[src/rtl/fetch_redirect_unit_pkg.sv]
// Shared definitions for the fetch/redirect slice: opcodes, the default NOP word
// and the next-PC source selector.
package fetch_redirect_unit_pkg;

  localparam logic [5:0]  OP_BEQ   = 6'b000100;
  localparam logic [5:0]  OP_BNE   = 6'b000101;
  localparam logic [5:0]  OP_J     = 6'b000010;
  localparam logic [5:0]  OP_JAL   = 6'b000011;
  localparam logic [31:0] NOP_WORD = 32'h0000_0000;

  typedef enum logic [1:0] {
    SEL_SEQ = 2'd0,
    SEL_BR  = 2'd1,
    SEL_J   = 2'd2,
    SEL_JR  = 2'd3
  } sel_e;

endpackage

[src/rtl/fetch_redirect_unit_next_pc_select.sv]
// Combinational next-PC logic: decides whether the instruction in ID redirects
// fetch and computes the PC to load at the next edge.
module next_pc_select
  import fetch_redirect_unit_pkg::*;
(
  input  logic [31:0] pc,
  input  logic [31:0] if_id_instr,
  input  logic [31:0] if_id_pcplus4,
  input  logic        if_id_valid,
  input  logic        branch,
  input  logic        branch_cmp,
  input  logic        jump,
  input  logic        jump_reg,
  input  logic [31:0] jump_reg_target,
  output logic        redirect,
  output sel_e        sel,
  output logic [31:0] next_pc
);

  logic        is_bne_s;
  logic        br_taken_s;
  logic [31:0] br_target_s;
  logic [31:0] j_target_s;

  // Taken decode and source selection; a bubble in IF/ID never redirects
  always_comb begin
    is_bne_s    = (if_id_instr[31:26] == OP_BNE);
    br_taken_s  = branch & if_id_valid & (branch_cmp ^ is_bne_s);
    br_target_s = if_id_pcplus4 + {{14{if_id_instr[15]}}, if_id_instr[15:0], 2'b00};
    j_target_s  = {if_id_pcplus4[31:28], if_id_instr[25:0], 2'b00};
    sel         = SEL_SEQ;
    if (jump_reg & if_id_valid) begin
      sel = SEL_JR;
    end else if (jump & if_id_valid) begin
      sel = SEL_J;
    end else if (br_taken_s) begin
      sel = SEL_BR;
    end else begin
      sel = SEL_SEQ;
    end
    redirect = (sel != SEL_SEQ);
  end

  // Target mux
  always_comb begin
    case (sel)
      SEL_JR:  next_pc = jump_reg_target;
      SEL_J:   next_pc = j_target_s;
      SEL_BR:  next_pc = br_target_s;
      SEL_SEQ: next_pc = pc + 32'd4;
      default: next_pc = pc + 32'd4;
    endcase
  end

endmodule

[src/rtl/fetch_redirect_unit.sv]
// IF stage and IF/ID pipeline register: holds the PC, fetches sequentially,
// and redirects/flushes on taken branches and jumps resolved in ID.
module fetch_redirect_unit
  import fetch_redirect_unit_pkg::*;
#(
  parameter logic [31:0] RESET_PC   = 32'h0000_0000,
  parameter int          DELAY_SLOT = 0,
  parameter logic [31:0] NOP_WORD   = fetch_redirect_unit_pkg::NOP_WORD
) (
  input  logic        Clk,
  input  logic        Rst,
  input  logic [31:0] InstrData,
  input  logic        InstrValid,
  input  logic        Stall,
  input  logic        BranchCmp,
  input  logic        Branch,
  input  logic        Jump,
  input  logic        JumpReg,
  input  logic [31:0] JumpRegTarget,
  output logic [31:0] InstrAddr,
  output logic [31:0] IF_ID_Instr,
  output logic [31:0] IF_ID_PCPlus4,
  output logic        IF_ID_Valid,
  output logic [15:0] RedirectCount
);

  logic [31:0] pc_r;
  logic [31:0] if_id_instr_r;
  logic [31:0] if_id_pcplus4_r;
  logic        if_id_valid_r;
  logic [15:0] redirect_count_r;
  logic        redirect_s;
  sel_e        sel_s;
  logic [31:0] next_pc_s;

  next_pc_select u_next_pc_select (
    .pc              (pc_r),
    .if_id_instr     (if_id_instr_r),
    .if_id_pcplus4   (if_id_pcplus4_r),
    .if_id_valid     (if_id_valid_r),
    .branch          (Branch),
    .branch_cmp      (BranchCmp),
    .jump            (Jump),
    .jump_reg        (JumpReg),
    .jump_reg_target (JumpRegTarget),
    .redirect        (redirect_s),
    .sel             (sel_s),
    .next_pc         (next_pc_s)
  );

  // PC, IF/ID and redirect counter; stall outranks redirect because ID operands may not be final
  always_ff @(posedge Clk or posedge Rst) begin
    if (Rst) begin
      pc_r             <= RESET_PC;
      if_id_instr_r    <= NOP_WORD;
      if_id_pcplus4_r  <= 32'h0000_0000;
      if_id_valid_r    <= 1'b0;
      redirect_count_r <= 16'h0000;
    end else if (Stall) begin
      pc_r             <= pc_r;
      if_id_instr_r    <= if_id_instr_r;
      if_id_pcplus4_r  <= if_id_pcplus4_r;
      if_id_valid_r    <= if_id_valid_r;
      redirect_count_r <= redirect_count_r;
    end else if (redirect_s) begin
      pc_r <= next_pc_s;
      if (redirect_count_r != 16'hFFFF) begin
        redirect_count_r <= redirect_count_r + 16'd1;
      end
      if ((DELAY_SLOT != 0) && InstrValid) begin
        if_id_instr_r   <= InstrData;
        if_id_pcplus4_r <= pc_r + 32'd4;
        if_id_valid_r   <= 1'b1;
      end else begin
        if_id_instr_r   <= NOP_WORD;
        if_id_valid_r   <= 1'b0;
      end
    end else if (!InstrValid) begin
      if_id_instr_r <= NOP_WORD;
      if_id_valid_r <= 1'b0;
    end else begin
      pc_r            <= next_pc_s;
      if_id_instr_r   <= InstrData;
      if_id_pcplus4_r <= pc_r + 32'd4;
      if_id_valid_r   <= 1'b1;
    end
  end

  assign InstrAddr     = pc_r;
  assign IF_ID_Instr   = if_id_instr_r;
  assign IF_ID_PCPlus4 = if_id_pcplus4_r;
  assign IF_ID_Valid   = if_id_valid_r;
  assign RedirectCount = redirect_count_r;

endmodule

[config.mk]
export PLATFORM = sky130hd
export DESIGN_NAME = fetch_redirect_unit
export DESIGN_NICKNAME = d
export VERILOG_FILES = /design/src/rtl/fetch_redirect_unit_pkg.sv /design/src/rtl/fetch_redirect_unit_next_pc_select.sv /design/src/rtl/fetch_redirect_unit.sv
export SDC_FILE = /design/constraint.sdc
export NUM_CORES = 1
export LEC_CHECK = 0
export CAP_MARGIN = 20
export CORE_ASPECT_RATIO = 1.5
export CORE_MARGIN = 2
export CORE_UTILIZATION = 54
export CTS_CLUSTER_DIAMETER = 200
export DETAILED_ROUTE_END_ITERATION = 16
export PLACE_DENSITY = 0.87
export SETUP_SLACK_MARGIN = 0.1
export SYNTH_ARGS = -nofsm -noshare
export SYNTH_HDL_FRONTEND = slang
export SYNTH_SLANG_ARGS = --single-unit
[constraint.sdc]
create_clock -name Clk -period 7.25 [get_ports Clk]
set_input_delay 1.45 -clock Clk [delete_from_list [all_inputs] [get_ports Clk]]
set_output_delay 1.45 -clock Clk [all_outputs]
set_load 0.05 [all_outputs]
==> run summary, run 1 <==
• finished, final reports clean — result of the run
• 146 um — y dimension of the die
• 0 ns — final sum of negative setup slack
• 49.6% — Combinational Power Share
• sky130_fd_sc_hd__dfrtp_1 39%, sky130_fd_sc_hd__ha_1 5.3%, sky130_fd_sc_hd__xnor2_1 5.1% — cells taking the most area after synthesis
• 375 nW/um^2 — Pwr per Cell Area
• 7280 um^2 — cell area after synthesis
• 66 — maximum number of pins on one net before global-route repair
• 185 — I/O pin count
• sky130_fd_sc_hd__and3_2 — cell at the slowest stage of the critical path
• 960 — number of fill cells
• 17 — Num CTS Buffers
• 0.496 ns — final hold slack
• 6 — number of iterations in the first detailed-routing pass
• clkdlybuf4s50_1 -> o41ai_4 -> buf_4 -> and3_2 -> buf_12 -> mux2_2 — cells along the critical path
• 16.5 mm — dpl hpwl
• 52 — number of core rows
• 0.217 mV — Max VDD drop
• 37.3 mm — global-route wire length before repair
• 0 — number of buffers added to fix hold violations after cts
• 0.66 ns — Slowest Stage Delay on Critical Path
• InstrAddr[23]$_DFFE_PP0P_ — worst reg2reg endpoint
• 54.6% — Initial Util
• 899 — synthesized net count
• 32.6% — GRT Overall Usage
• 1 — Hold Crit Depth
• input port — crit start category
• 0 — leftover overflow at the end of global routing
• 184 — Port Buffer Count
• 0 — number of warnings printed during yosys synthesis
• 0.43 ns — clock latency on the worst-skew pair
• 100% — share of async-settable or async-resettable flops after synthesis
• 27.6% — sequential power share
• 0 — number of enable flip-flop cells after synthesis
• 7440 — via count of the routed design
• 1065 — layout net count
• 4.20 ns — arrival time worst endpoint
• 113 x sky130_fd_sc_hd__dfrtp_1, 71 x sky130_fd_sc_hd__a21oi_1, 67 x sky130_fd_sc_hd__nor2_1 — most numerous cell types in the synthesized netlist
• 1.05 ns — pin slew with the least headroom to its limit
• RedirectCount[11]$_DFFE_PP0P_ — Worst Hold End
• 795 — cell count after synthesis
• 0 — final count of hold timing violations
• 34.2% — area grow syn2layout
• 0 — diode count
• 0 — DRC violation count after routing
• 113 — total of flip-flops plus latches after synthesis
• no — setup repair after global routing missed its margin
• built — clock tree from TritonCTS
• 113 — clock tree sinks
• 7 — worst-case reg-to-reg path depth
• 22.7% — Clk pwr share
• 0 — antenna violations before repair
• 53.8% — ratio of final minimum period to clock period
• 0 — Post-CTS Setup Inserts
• 7.19% — fraction of final layout cells with drive strength greater than 1
• 73 — post-synthesis cell type count
• 56 — Max Fanout on Critical Path
• 23.9 mm — final wirelength
• buffers and inverters — CP delay by family, top
• 7362 — via count of the first global-routing pass
• 0.06 ns — clock transition at the registers of the reported paths
• 38.8% — fraction of post-synthesis cell area in the top cell type by area
• 0 — post-detailed-route count of antenna-violating nets
• 0 — Finish-stage setup viols
• 4.05 ns — worst-case register-to-register setup slack
• in2reg — Crit Path Category
• 3.98 nW — leakage
• 1.70 mW — net switching component of the power
• 13300 um^2 — Core Footprint
• 0 — quantity of gates resized following cts
• 585 — initial DRC count
• 0.0126 ns — final setup skew
• 38.8% — fraction of the yosys area taken by sequential cells
• 2 — largest buffer count on any clock path
• 21.1 um — detail-routed net length per standard cell
• 46.5% — switching fraction of total power
• sky130_fd_sc_hd__dfrtp_1 — commonest register cell after synthesis
• sky130_fd_sc_hd__dfrtp_1 — dominant cell by count in the synthesized netlist
• 3.90 ns — final critical path time including I/O delays and setup
• flop — endpoint kind of the worst setup timing path
• sky130_fd_sc_hd__clkbuf_16 — root buffer selected by CTS
• 7.56 ns — endpoint required time on the critical path
• 0 — number of pins exceeding their max-slew limit in the final report
• IF_ID_Instr[15]$_DFFE_PP0N_ — launch point of the worst reg-to-reg path
• 3 — count of buffer and inverter cells on the critical path
• reg2reg — HP Class
• 14400 um^2 — die outline area
• 0.934 — routability congestion estimate from global placement
• 2830 um^2 — sequential cell area in the final layout
• 9.16 um^2 — Syn Area/Cell
• 4180 um^2 — multi-input logic area
• 29.8% — max-slew headroom at the worst pin
• 4 — H-tree depth
• 0 — Max Cap Viol
• 1.96 mW — Int Pwr
• 98.8 um — die width
• 0.257 GHz — Max Clk Rate
• sky130_fd_sc_hd__dfrtp_1 — dominant cell type by area after synthesis
• RedirectCount[11]$_DFFE_PP0P_ — startpoint of the lowest-slack hold path
• 6.55 — per-cell via count in the routed design
==> worst max-delay path by stage <==
stage / slack [ns] / depth (start not counted) / endpoint / startpoint
after floorplan: 2.81 / 1 / IF_ID_Instr[0]$_DFFE_PP0N_ / Rst
after CTS: 3.39 / 7 / IF_ID_PCPlus4[1]$_DFFE_PP0P_ / BranchCmp
after detailed placement: 2.96 / 7 / IF_ID_PCPlus4[0]$_DFFE_PP0P_ / BranchCmp
after global placement: 3.01 / 7 / IF_ID_PCPlus4[15]$_DFFE_PP0P_ / BranchCmp
final: 3.35 / 6 / IF_ID_PCPlus4[15]$_DFFE_PP0P_ / JumpReg
after global routing: 3.25 / 6 / IF_ID_PCPlus4[15]$_DFFE_PP0P_ / JumpReg
==> layout make-up <==
class	count	area share [%]
multi-input cells	622	42.8
flip-flops and latches	113	28.9
well taps	162	2.07
clock buffers	17	4.35
repair buffers	193	19.6
clock inverters	15	1.64
inverters	14	0.564
==> per-stage QoR <==
stage	setup slack (ns)	instance area, um^2	util (%)	std cells	power (mW)
floorplan	2.81	7280	-	795	2.22
global placement	3.01	9180	68.8	1103	2.77
detailed placement	2.96	9180	68.8	1103	2.80
CTS	3.39	9760	73.2	1135	3.65
global route	3.25	9770	73.2	1136	3.83
finish	3.35	9770	73.2	1136	3.67
==> power by group through the flow <==
stage / sequential [mW] / combinational (mW) / clock, mW
after floorplan: 1.49 / 0.727 / 0
after global placement: 1.01 / 1.76 / 0
after detailed placement: 1.01 / 1.79 / 0
after CTS: 1.01 / 1.81 / 0.835
after global routing: 1.03 / 1.93 / 0.867
final: 1.01 / 1.82 / 0.834
==> registers in the layout, indices dropped and copies added (netlist names) <==
| name | cells |
|---|---|
| IF_ID_PCPlus4 | 32 |
| IF_ID_Instr | 32 |
| RedirectCount | 16 |
| IF_ID_Valid | 1 |
| InstrAddr | 32 |
==> layout by cell type, fill, tap and decap left out, drive strengths merged, types with 9 or more instances in the layout <==
cell	Yosys	routed
a211oi	10	10
a21o	14	14
a21oi	71	71
a221oi	12	12
a22o	31	31
and3	10	10
buf	17	9
clkbuf	29	18
clkdlybuf4s50	0	183
dfrtp	113	113
ha	31	31
inv	14	17
mux2	13	13
nand2	65	65
nand3	29	29
nand4	15	15
nor2	67	67
nor3	20	20
o21ai	49	49
xnor2	42	42
xor2	18	18
==> cells by family (layout without fill, tap and decap cells) <==
logic type / count (synthesis) / after routing / synth area share (%)
adder cells (fa/ha/maj): 32 / 32 / 5.60
buffers and inverters: 60 / 239 / 3.80
flip-flops: 113 / 113 / 38.8
AND/OR/NAND/NOR: 246 / 246 / 16.6
multiplexers: 16 / 16 / 2.42
XOR/XNOR: 60 / 60 / 7.22
AO/OA/AOI/OAI: 268 / 268 / 25.5
==> routing by layer <==
layer | global-route usage (%) | share of wire [%] | up-vias
met5 | 0 | 0 | -
met4 | 18.8 | 5.0 | 0
met3 | 5.94 | 8.5 | 102
met2 | 54.6 | 50 | 453
met1 | 38.8 | 37 | 3562
li1 | - | - | 3323
(Power assumes the default switching activity.)
==> inputs of run 2 (changes only) <==
Settings changed: CORE_UTILIZATION 54 to 45, PLACE_DENSITY 0.87 to 0.77.
Clock period 7.25 ns to 3.4 ns, I/O delays scaled along.
==> run summary, run 2 (synthesis gave the netlist of run 1 again) <==
• 37.3% — area grow syn2layout
• 40.1% — max-slew headroom at the worst pin, +10 points
• 0.42 ns — clock latency on the worst-skew pair, about the same
• 57 — number of core rows, +9.6%
• 0 — final count of hold timing violations, unchanged
• 1162 — Inst Count DP, +5.3%
• 0.899 ns — pin slew with the least headroom to its limit, -0.147 ns
• 0 — Finish-stage setup viols, unchanged
• 45.4% — Initial Util, -9.2 points
• 9990 um^2 — post-route cell area, +2.3%
• 7342 — via count of the routed design, -1.3%
• 39.0 mm — global-route wire length before repair, +4.4%
• 1348 — number of fill cells, +40%
• 20.6 um — detail-routed net length per standard cell, -2.0%
• 185 — I/O pin count, unchanged
• 7227 — via count of the first global-routing pass, -1.8%
• 0.490 mV — Max VDD drop, +130%
• 4.07 nW — leakage, +2.2%
• 0 — leftover overflow at the end of global routing, unchanged
• 16000 um^2 — Core Footprint, +20%
• 4 — H-tree depth, unchanged
• 0 — quantity of gates resized following cts, unchanged
• 9390 um^2 — Placed Area, +2.2%
• 644 — initial DRC count, +10%
• 2 — largest buffer count on any clock path, unchanged
• 2830 um^2 — sequential cell area in the final layout, unchanged
• 17200 um^2 — die outline area, +19%
• flop — crit start category
• sky130_fd_sc_hd__clkbuf_16 — root buffer selected by CTS
• 0.928 — routability congestion estimate from global placement, -0.64%
• reg2reg — Crit Path Category
• 3.68 ns — endpoint required time on the critical path, -3.88 ns
• 0 — post-detailed-route count of antenna-violating nets, unchanged
• 1 — antenna violations before repair, +1
• 3.27 ns — arrival time worst endpoint, -0.93 ns
• 47 — maximum number of pins on one net before global-route repair, -29%
• 0 — Max Cap Viol, unchanged
• 87.8% — ratio of final minimum period to clock period
• 108 um — die width, +9.2%
• 17 — Num CTS Buffers, unchanged
• 18.1 mm — dpl hpwl, +9.6%
• 5 — Max Fanout on Critical Path, -91%
• 62.3% — final core utilization, -11 points
• 0 ns — final sum of negative setup slack, unchanged
• 29.2% — GRT Overall Usage, -3.4 points
• 2.99 ns — final critical path time including I/O delays and setup
• 0.06 ns — clock transition at the registers of the reported paths, about the same
• 1195 — count of placed standard cells in the final layout, fillers left out, +5.2%
• 160 um — y dimension of the die, +9.3%
• sky130_fd_sc_hd__clkdlybuf4s50_1 — commonest non-fill, non-tap cell in the layout
• 0 — number of buffers added to fix hold violations after cts, unchanged
• 792 nW/um^2 — Pwr per Cell Area, +110%
• finished, final reports clean — result of the run
• 0 — Post-CTS Setup Inserts, unchanged
• flop — endpoint kind of the worst setup timing path
• 24.7 mm — final wirelength, +3.1%
• 183 x sky130_fd_sc_hd__clkdlybuf4s50_1, 113 x sky130_fd_sc_hd__dfrtp_1, 71 x sky130_fd_sc_hd__a21oi_1 — commonest cells after routing, fill and taps aside
• 1079 — layout net count, +1.3%
• no — setup repair after global routing missed its margin
• 113 — clock tree sinks, unchanged
• 0.0116 ns — final setup skew, -0.000991 ns
• 8.50% — fraction of final layout cells with drive strength greater than 1, +1.3 points
• reg2reg — HP Class
• built — clock tree from TritonCTS
• 6 — number of iterations in the first detailed-routing pass, unchanged
• 0 — DRC violation count after routing, unchanged
• 4180 um^2 — multi-input logic area, unchanged
• 184 — Port Buffer Count, unchanged
• 0 — number of pins exceeding their max-slew limit in the final report, unchanged
• 0.335 GHz — Max Clk Rate
• 7.92 mW — Power, Total, +120%
• 6.14 — per-cell via count in the routed design, -6.2%
## run 2: layout make-up
cell class / count / share of cell area (%)
multi-input combinational: 622 / 41.9
timing repair buffer: 207 / 20.6
sequential: 113 / 28.3
clock buffer: 17 / 4.26
inverter: 14 / 0.563
tap: 206 / 2.58
clock inverter: 15 / 1.82
antenna: 1 / 0.0250
## run 2: power by group
group	switching, mW	leakage, nW	internal (mW)	total, mW
Sequential	0.480	1.40	1.68	2.16
Combinational	2.47	2.37	1.44	3.91
Clock	0.696	0.294	1.16	1.85
Total	3.64	4.07	4.28	7.92
## run 2: path summary, 6_finish.rpt
path / from / end / slack [ns] / depth (start not counted)
worst min-delay path: RedirectCount[15]$_DFFE_PP0P_ / RedirectCount[15]$_DFFE_PP0P_ / 0.50 / 1
max in group asynchronous: Rst / InstrAddr[16]$_DFFE_PP0P_ / 2.00 / 3
worst min register to register: RedirectCount[15]$_DFFE_PP0P_ / RedirectCount[15]$_DFFE_PP0P_ / 0.50 / 1
worst max register to register: IF_ID_Instr[0]$_DFFE_PP0N_ / InstrAddr[28]$_DFFE_PP0P_ / 0.41 / 10
worst max-delay path: IF_ID_Instr[0]$_DFFE_PP0N_ / InstrAddr[28]$_DFFE_PP0P_ / 0.41 / 10
min in group asynchronous: Rst / RedirectCount[5]$_DFFE_PP0P_ / 0.72 / 2
## run 2: per-layer routing
metal	track usage (%)	vias up	wire length, um
met2	49.8	350	12600
met1	35.4	3573	9510
met3	5.02	66	1620
li1	-	3353	-
met5	0	-	0
met4	13.5	0	927
## run 2: stage by stage
stage,worst slack [ns],hold slack [ns]
4_1_cts,0.454,0.495
3_3_place_gp,0.477,0.476
3_5_place_dp,0.422,0.487
2_1_floorplan,0.433,0.789
5_1_grt,0.199,0.520
6_report,0.415,0.495
## run 2: critical path, cell delays in order, from the launching register on
cell and delay (ns):
sky130_fd_sc_hd__dfrtp_1 0.41, sky130_fd_sc_hd__ha_1 0.25, sky130_fd_sc_hd__inv_1 0.08, sky130_fd_sc_hd__fa_1 0.42
sky130_fd_sc_hd__nor2b_1 0.17, sky130_fd_sc_hd__o2111ai_1 0.18, sky130_fd_sc_hd__a21oi_1 0.44, sky130_fd_sc_hd__a21o_1 0.23
sky130_fd_sc_hd__o21a_1 0.31, sky130_fd_sc_hd__mux2i_1 0.26, sky130_fd_sc_hd__o21ai_0 0.10
